## config.mk

```make
export PLATFORM = sky130hd
export DESIGN_NAME = mem_access_initiator
export DESIGN_NICKNAME = d
export VERILOG_FILES = /design/src/rtl/mem_access_initiator.sv
export SDC_FILE = /design/constraint.sdc
export NUM_CORES = 1
export LEC_CHECK = 0
export CAP_MARGIN = 20
export CORE_ASPECT_RATIO = 1.75
export CORE_MARGIN = 3
export CORE_UTILIZATION = 30
export DETAILED_ROUTE_END_ITERATION = 10
export PLACE_DENSITY_LB_ADDON = 0.12
export SYNTH_ARGS = -nofsm -noshare
export SYNTH_HDL_FRONTEND = slang
export SYNTH_SLANG_ARGS = --single-unit
```

## constraint.sdc

```tcl
create_clock -name clk_i -period 5.1 [get_ports clk_i]
set_clock_uncertainty 0.15 [all_clocks]
set_input_delay 1.02 -clock clk_i [delete_from_list [all_inputs] [get_ports clk_i]]
set_output_delay 1.02 -clock clk_i [all_outputs]
set_load 0.02 [all_outputs]
```

## src/rtl/mem_access_initiator.sv

```systemverilog
// Load/store initiator for the single-cycle-strobe SRAM controller interface.
// One access outstanding at a time, with lane swapping, ack timeout and read-data extension.
module mem_access_initiator #(
  parameter int ADDR_BITS      = 16,
  parameter int XLEN           = 32,
  parameter int EXT_BITS       = 1,
  parameter int TIMEOUT_CYCLES = 15
) (
  input  logic                     clk_i,
  input  logic                     reset_i,
  input  logic                     req_valid_i,
  output logic                     req_ready_o,
  input  logic                     req_write_i,
  input  logic [ADDR_BITS:0]       req_addr_i,
  input  logic [1:0]               req_size_i,
  input  logic                     req_unsigned_i,
  input  logic [XLEN-1:0]          req_wdata_i,
  output logic                     rsp_valid_o,
  output logic                     rsp_error_o,
  output logic [XLEN-1:0]          rsp_rdata_o,
  output logic [ADDR_BITS-1:0]     mem_addr_o,
  output logic                     mem_read_en_o,
  output logic [3:0]               mem_write_en_o,
  output logic [EXT_BITS+XLEN-1:0] mem_write_data_o,
  input  logic [EXT_BITS+XLEN-1:0] mem_read_data_i,
  input  logic                     mem_read_ack_i,
  input  logic                     mem_write_ack_i,
  input  logic [ADDR_BITS-1:0]     mem_addr_ack_i
);

  localparam int CW = $clog2(TIMEOUT_CYCLES + 1);

  typedef enum logic [2:0] {
    S_IDLE       = 3'd0,
    S_ISSUE      = 3'd1,
    S_READ_WAIT  = 3'd2,
    S_WRITE_WAIT = 3'd3,
    S_RESP       = 3'd4
  } state_t;

  state_t                     state_q, state_d;
  logic                       write_q, write_d;
  logic [1:0]                 size_q, size_d;
  logic                       unsigned_q, unsigned_d;
  logic                       lsb_q, lsb_d;
  logic [3:0]                 be_q, be_d;
  logic [CW-1:0]              cnt_q, cnt_d;
  logic                       req_ready_q, req_ready_d;
  logic                       rsp_valid_q, rsp_valid_d;
  logic                       rsp_error_q, rsp_error_d;
  logic [XLEN-1:0]            rsp_rdata_q, rsp_rdata_d;
  logic [ADDR_BITS-1:0]       mem_addr_q, mem_addr_d;
  logic                       mem_read_en_q, mem_read_en_d;
  logic [3:0]                 mem_write_en_q, mem_write_en_d;
  logic [EXT_BITS+XLEN-1:0]   mem_write_data_q, mem_write_data_d;

  logic accept_s, bad_s, timeout_s, unused_ext_s;

  assign accept_s     = (state_q == S_IDLE) && req_ready_q && req_valid_i;
  assign bad_s        = (req_size_i == 2'd3) || ((req_size_i != 2'd0) && req_addr_i[0]);
  assign timeout_s    = (cnt_q == CW'(TIMEOUT_CYCLES));
  assign unused_ext_s = ^mem_read_data_i[EXT_BITS+XLEN-1:XLEN];

  function automatic logic [3:0] lane_be(input logic [1:0] size, input logic lsb, input logic odd);
    logic [3:0] be;
    case (size)
      2'd0:    be = 4'b0001 << lsb;
      2'd1:    be = 4'b0011;
      default: be = 4'b1111;
    endcase
    lane_be = odd ? {be[1:0], be[3:2]} : be;
  endfunction

  function automatic logic [XLEN-1:0] lane_data(input logic [1:0] size, input logic [XLEN-1:0] w,
                                                input logic odd);
    logic [XLEN-1:0] d;
    case (size)
      2'd0:    d = {4{w[7:0]}};
      2'd1:    d = {2{w[15:0]}};
      default: d = w;
    endcase
    lane_data = odd ? {d[15:0], d[31:16]} : d;
  endfunction

  function automatic logic [XLEN-1:0] extract(input logic [1:0] size, input logic lsb,
                                              input logic uns, input logic [XLEN-1:0] d);
    logic [7:0] b;
    b = lsb ? d[15:8] : d[7:0];
    case (size)
      2'd0:    extract = uns ? {{(XLEN-8){1'b0}}, b} : {{(XLEN-8){b[7]}}, b};
      2'd1:    extract = uns ? {{(XLEN-16){1'b0}}, d[15:0]} : {{(XLEN-16){d[15]}}, d[15:0]};
      default: extract = d;
    endcase
  endfunction

  // State and output registers
  always_ff @(posedge clk_i or posedge reset_i) begin
    if (reset_i) begin
      state_q          <= S_IDLE;
      write_q          <= 1'b0;
      size_q           <= 2'd0;
      unsigned_q       <= 1'b0;
      lsb_q            <= 1'b0;
      be_q             <= 4'd0;
      cnt_q            <= '0;
      req_ready_q      <= 1'b0;
      rsp_valid_q      <= 1'b0;
      rsp_error_q      <= 1'b0;
      rsp_rdata_q      <= '0;
      mem_addr_q       <= '0;
      mem_read_en_q    <= 1'b0;
      mem_write_en_q   <= 4'd0;
      mem_write_data_q <= '0;
    end else begin
      state_q          <= state_d;
      write_q          <= write_d;
      size_q           <= size_d;
      unsigned_q       <= unsigned_d;
      lsb_q            <= lsb_d;
      be_q             <= be_d;
      cnt_q            <= cnt_d;
      req_ready_q      <= req_ready_d;
      rsp_valid_q      <= rsp_valid_d;
      rsp_error_q      <= rsp_error_d;
      rsp_rdata_q      <= rsp_rdata_d;
      mem_addr_q       <= mem_addr_d;
      mem_read_en_q    <= mem_read_en_d;
      mem_write_en_q   <= mem_write_en_d;
      mem_write_data_q <= mem_write_data_d;
    end
  end

  // Next-state logic
  always_comb begin
    state_d = state_q;
    case (state_q)
      S_IDLE: begin
        if (accept_s) state_d = bad_s ? S_RESP : S_ISSUE;
        else          state_d = S_IDLE;
      end
      S_ISSUE: state_d = write_q ? S_WRITE_WAIT : S_READ_WAIT;
      S_READ_WAIT: begin
        if (mem_read_ack_i || timeout_s) state_d = S_RESP;
        else                             state_d = S_READ_WAIT;
      end
      S_WRITE_WAIT: begin
        if (mem_write_ack_i || timeout_s) state_d = S_RESP;
        else                              state_d = S_WRITE_WAIT;
      end
      S_RESP:  state_d = S_IDLE;
      default: state_d = S_IDLE;
    endcase
  end

  // Datapath and next values of the registered outputs (ack beats timeout)
  always_comb begin
    write_d          = write_q;
    size_d           = size_q;
    unsigned_d       = unsigned_q;
    lsb_d            = lsb_q;
    be_d             = be_q;
    cnt_d            = cnt_q;
    rsp_error_d      = 1'b0;
    rsp_rdata_d      = rsp_rdata_q;
    mem_addr_d       = mem_addr_q;
    mem_write_data_d = mem_write_data_q;
    case (state_q)
      S_IDLE: begin
        if (accept_s) begin
          write_d          = req_write_i;
          size_d           = req_size_i;
          unsigned_d       = req_unsigned_i;
          lsb_d            = req_addr_i[0];
          be_d             = lane_be(req_size_i, req_addr_i[0], req_addr_i[1]);
          mem_addr_d       = req_addr_i[ADDR_BITS:1];
          mem_write_data_d = {{EXT_BITS{1'b0}}, lane_data(req_size_i, req_wdata_i, req_addr_i[1])};
          rsp_error_d      = bad_s;
        end else begin
          rsp_error_d = 1'b0;
        end
      end
      S_ISSUE: cnt_d = CW'(1);
      S_READ_WAIT: begin
        if (mem_read_ack_i) begin
          rsp_rdata_d = extract(size_q, lsb_q, unsigned_q, mem_read_data_i[XLEN-1:0]);
          rsp_error_d = (mem_addr_ack_i != mem_addr_q);
        end else if (timeout_s) begin
          rsp_rdata_d = '0;
          rsp_error_d = 1'b1;
        end else begin
          cnt_d = cnt_q + CW'(1);
        end
      end
      S_WRITE_WAIT: begin
        if (mem_write_ack_i) begin
          rsp_error_d = 1'b0;
        end else if (timeout_s) begin
          rsp_rdata_d = '0;
          rsp_error_d = 1'b1;
        end else begin
          cnt_d = cnt_q + CW'(1);
        end
      end
      default: cnt_d = cnt_q;
    endcase
    req_ready_d    = (state_d == S_IDLE);
    rsp_valid_d    = (state_d == S_RESP);
    mem_read_en_d  = (state_d == S_ISSUE) && !write_d;
    mem_write_en_d = ((state_d == S_ISSUE) && write_d) ? be_d : 4'd0;
  end

  assign req_ready_o      = req_ready_q;
  assign rsp_valid_o      = rsp_valid_q;
  assign rsp_error_o      = rsp_error_q;
  assign rsp_rdata_o      = rsp_rdata_q;
  assign mem_addr_o       = mem_addr_q;
  assign mem_read_en_o    = mem_read_en_q;
  assign mem_write_en_o   = mem_write_en_q;
  assign mem_write_data_o = mem_write_data_q;

endmodule

```

=== Word level (Yosys, flattened, before mapping) ===
Cells that the tools add are included.

* Bits of input ports: 107
* Register bits: 104
* Logic and storage cells: 80

* Reductions and logical operators: 19
* Add/subtract/negate cells: 1
* Multiplexer cells: 32
* Shift operators: 1
* Equality and inequality tests: 12

{| class="wikitable"
|+ Operator list
! kind !! number
|-
| $mux 32 || 6
|-
| $pmux 32 s2 || 3
|-
| $mux 4 || 7
|-
| $ne 16x16->1 || 1
|-
| $mux 3 || 4
|-
| $pmux 3 s4 || 1
|-
| $pmux 4 s3 || 1
|-
| $mux 8 || 1
|-
| $pmux 4 s2 || 1
|-
| $mux 1 || 7
|-
| $eq 3x1->1 const B || 2
|-
| $eq 3x2->1 const B || 2
|-
| $logic_not 3->1 || 2
|-
| $logic_and 1x1->1 || 5
|-
| $add 4x1->4 const B || 1
|-
| $eq 2x1->1 const B || 2
|-
| $eq 4x4->1 const B || 1
|-
| $logic_not 2->1 || 2
|-
| $ne 2x2->1 const B || 2
|-
| $reduce_and 2->1 || 2
|-
| $reduce_bool 2->1 || 2
|-
| $shl 1x1->4 const A || 1
|-
| $eq 3x3->1 const B || 1
|-
| $logic_or 1x1->1 || 3
|-
| other kinds (5) || 5
|}

=== Longest topological paths before layout ===
* Depth after elaboration: 9
* Mapped depth: 7

=== Worst setup path after synthesis ===
No wires, ideal clock.

* Path type: input to register
* Start point: input mem_read_data_i[7]
* End point: register rsp_rdata_q[25] (netlist: rsp_rdata_o[25])
* Library setup time: 78 ps
* Data arrival time: 2088 ps
* Slack: 2784 ps
* Stages: 5
* Buffers on the path: 1
* Cell sequence: or3b_1 a211oi_2 buf_4 a21oi_1 o2bb2ai_1

* Word-level cells in the longest chain between the ends: 5

{| class="wikitable"
|+ Ends and longest elaborated chain
! element !! line !! text
|-
| start, declared || 25 || <nowiki>input logic [EXT_BITS+XLEN-1:0] mem_read_data_i,</nowiki>
|-
| $mux 8 || 88 || <nowiki>b = lsb ? d[15:8] : d[7:0];</nowiki>
|-
| $mux 32 || 90 || <nowiki>2'd0: extract = uns ? {{(XLEN-8){1'b0}}, b} : {{(XLEN-8){b[7]}}, b};</nowiki>
|-
| $pmux 32 s2 || 89 || <nowiki>case (size)</nowiki>
|-
| $mux 32 || 184 || <nowiki>if (mem_read_ack_i) begin</nowiki>
|-
| $pmux 32 s2 || 167 || <nowiki>case (state_q)</nowiki>
|-
| end signal, assigned || 125 || <nowiki>rsp_rdata_q <= rsp_rdata_d;</nowiki>
|-
| end, declared || 51 || <nowiki>logic [XLEN-1:0] rsp_rdata_q, rsp_rdata_d;</nowiki>
|}

No other way between the ends.
A chain may end at the register's enable or synchronous reset.

=== Final worst setup path ===
* Start point: input req_valid_i
* End point: register mem_write_data_q[31] (netlist: mem_write_data_o[31])

* Word-level cells in the longest chain between the ends: 2

{| class="wikitable"
|+ Ends and longest elaborated chain
! element !! line !! text
|-
| start, declared || 11 || <nowiki>input logic req_valid_i,</nowiki>
|-
| $logic_and 1x1->1 || 59 || <nowiki>assign accept_s = (state_q == S_IDLE) && req_ready_q && req_valid_i;</nowiki>
|-
| $reduce_and 2->1 (no source line) || - ||
|-
| end signal, assigned || 129 || <nowiki>mem_write_data_q <= mem_write_data_d;</nowiki>
|-
| end, declared || 55 || <nowiki>logic [EXT_BITS+XLEN-1:0] mem_write_data_q, mem_write_data_d;</nowiki>
|}

No other way between the ends.

==> results by group <==
Clocking
  • Clock slew at reported path FFs: 70 ps
  • Clock Latency Late Sink: 340 ps
  • CTS tree: built
  • Post-CTS setup buffer count: 0
  • Clk buf depth: 2
  • Hold buffers post-CTS: 0
  • Clk root buf: clkbuf_16
  • Total CTS buffers: 9
  • TritonCTS Sinks: 100
  • Cts repair resizes: 0
  • H-tree depth: 3

STA
  • Final setup fails: 0
  • RSZ-0062 raised after global routing: no
  • Final Hold Fails: 0
  • Fin crit period: 3280 ps
  • Fmax: 305 MHz
  • Slew Limit Fails: 0
  • Setup_tns: 0 ps
  • Worst Tran Pin Value: 884 ps
  • Slew Limit Headroom: 40.9%
  • Post-route clock period utilization: 64.3%

Worst setup path
  • WS Path Type: in -> reg
  • R2R Setup Slk: 2490 ps
  • Cells along the critical path: clkdlybuf4s50_1 -> nand2_1 -> or4_2 -> buf_4 -> a211oi_1 -> a21o_1
  • Worst setup EP type: flip-flop
  • Crit path required time: 5230 ps
  • Critical R2R Launch: state_q[2]
  • Buf/Inv on CP: 2
  • CP Depth: 6
  • R2r endpoint: mem_write_data_o[31]
  • Crit path from: req_valid_i
  • Arr. time, crit path: 3420 ps
  • Setup crit start kind: input port
  • Crit path to: mem_write_data_o[31]
  • CP max-delay cell: or4_2
  • Largest delay share family, worst path: simple AND/OR/NAND/NOR gates
  • Reg2reg path depth: 4
  • CP max FO: 76
  • CP peak stage delay: 800 ps

Synthesis
  • Seq/Total Area, Yosys: 51.8%
  • Compound-cell area share of the yosys netlist: 19.6%
  • Post-synth top area cell: dfrtp_1
  • Syn Nets: 570
  • Average cell area after synthesis: 10.5 sq um
  • Multiplexer area fraction after synthesis: 9.17%
  • Synth Area in Adders: 0.466%
  • Synth Area in Simple Gates: 11.8%
  • Main combinational cell family by area after synthesis: compound AO/OA/AOI/OAI gates
  • Yosys reg bits: 100
  • Xor and xnor area share after synthesis: 2.90%
  • Cell Area, Synth: 4830 sq um
  • Post-synth top flop: dfrtp_1
  • Async SR Flop Fraction: 100%
  • YS warnings: 0
  • Yosys top cell area share: 51.8%
  • Netlist cell types: 41
  • Number of flops mapped to enable cells by yosys: 0
  • Synth top area cells: dfrtp_1 (52%), mux2i_1 (8.7%), nand2_1 (6.1%)
  • Post-Synthesis Cells: 462

Power and ir drop
  • LEAKAGE: 3.10 nW
  • Final Total Pwr: 4.07 mW
  • Power Dens Cells: 563 nW/um^2
  • Max VDD drop: 0.243 mV

Floorplan
  • Core box area: 15600 sq um
  • Die Ht: 174 microns
  • Row count: 60
  • Initial Util: 30.9%
  • Die Wd: 102 microns
  • Die ar.: 17700 sq um
  • IO Count: 196

Placed design
  • Number of I/O port buffers: 193
  • DP HPWL: 11600 microns
  • Placed inst area: 6890 sq um
  • RePlAce Congestion: 0.791

Finish
  • Fillers: 1512
  • Layout area overhead: 49.6%
  • Final #Nets: 750
  • Core Util, Final: 46.3%
  • Most used cells in the layout excluding fill and tap cells: clkdlybuf4s50_1 (193), dfrtp_1 (100), nand2_1 (78), mux2i_1 (42), o2bb2ai_1 (32)
  • Most common cell after layout, fill and taps aside: clkdlybuf4s50_1
  • Ant. Diodes: 0
  • Fin area: 7230 sq um
  • Layout cells sized above 1: 4.96%

Detailed routing
  • Vias per inst: 4.99
  • Antenna-violating nets left: 0
  • Via total after detailed routing: 4148
  • WL/cell: 18.1 microns
  • Final WL: 15100 microns
  • Initial drt markers: 101
  • DR pass1 iterations: 4
  • Drc violations: 0

GRT
  • Vias in the first global route: 4311
  • GRT overflow: 0
  • First-pass GRT wire length: 23500 microns
  • Initial antenna violation count: 0
  • Largest net degree at the start of global routing: 83
  • Total GRT Usage: 17.1%

Worst hold path
  • Hold Path Class: reg -> reg

Run
  • Max Cap Viol: 0

Status
  • Status: finished, final reports clean
[per-stage QoR]
step | hold WS [ps] | instances | worst slack, ps
final | 326 | 831 | 1820
after global placement | 312 | 814 | 1410
after floorplan | 301 | 462 | 1310
after global routing | 339 | 831 | 1690
after detailed placement | 315 | 815 | 1410
after CTS | 331 | 829 | 1780
[worst register-to-register path, delay by kind of cell (launching register included)]
kind / cells / cell delay [ps]
AOI/OAI and AO/OA: 2 / 580
buffers and inverters: 1 / 440
DFF: 1 / 460
and+or+nand+nor: 1 / 930
[worst min-delay path by stage]
| stage | slack [ps] | cells after the start | endpoint | startpoint |
|---|---|---|---|---|
| 2_1_floorplan | 300 | 2 | write_q | write_q |
| 3_3_place_gp | 310 | 1 | mem_write_data_o[15] | mem_write_data_o[15] |
| 3_5_place_dp | 310 | 1 | mem_write_data_o[30] | mem_write_data_o[30] |
| 4_1_cts | 330 | 1 | mem_write_data_o[15] | mem_write_data_o[15] |
| 5_1_grt | 340 | 1 | mem_write_data_o[30] | mem_write_data_o[30] |
| 6_report | 330 | 1 | mem_write_data_o[30] | mem_write_data_o[30] |
[synthesized netlist by cell type (2+ instances only)]
cell type,instances
dfrtp_1,100
nor3b_1,3
o2bb2ai_1,32
nand4_1,3
nand2b_1,4
nor4_1,2
mux2_2,2
buf_2,5
buf_4,2
nor4b_1,3
nor3_1,2
nor2b_1,12
clkbuf_1,20
nand3_1,4
nand2_1,78
nor2_1,3
o21ai_0,26
a21o_1,18
xnor2_1,16
buf_6,5
mux2i_1,42
a21oi_1,31
inv_1,7
a211oi_1,25
[routing by layer]
metal | GRT usage (%) | routed length (microns) | vias to the layer above
li1 | - | - | 2014
met1 | 18.7 | 5640 | 1988
met2 | 31.6 | 8170 | 136
met3 | 4.99 | 1080 | 10
met4 | 4.21 | 185 | 0
met5 | 0 | 0 | -
[cell families after synthesis]
family / Yosys count
flops: 100
mux: 44
compound gates: 139
buf+inv: 40
fa+ha+maj: 2
other cells: 1
xor+xnor: 16
simple gates: 120
[report_power, final]
| group | internal, mW | switching (mW) | leakage [nW] |
|---|---|---|---|
| sequential | 1.14 | 0.263 | 1.26 |
| clock | 0.373 | 0.292 | 0.133 |
| combinational | 0.963 | 1.04 | 1.71 |
| total | 2.47 | 1.59 | 3.10 |
[final cells by class]
type / instances / area, sq um / share of cell area (%)
tap: 186 / 233 / 3.22
clock inverter: 5 / 55.1 / 0.762
multi-input combinational: 322 / 2140 / 29.6
inverter: 7 / 28.8 / 0.398
clock buffer: 9 / 225 / 3.12
sequential: 100 / 2500 / 34.6
timing repair buffer: 202 / 2040 / 28.3
[registers in the layout, indices dropped and copies added (netlist names)]
name	cells
rsp_error_o	1
rsp_valid_o	1
lsb_q	1
mem_addr_o	16
mem_read_en_o	1
rsp_rdata_o	32
size_q	2
mem_write_data_o	32
cnt_q	4
mem_write_en_o	4
req_ready_o	1
unsigned_q	1
write_q	1
state_q	3
Power figures use the tool's default switching activity.
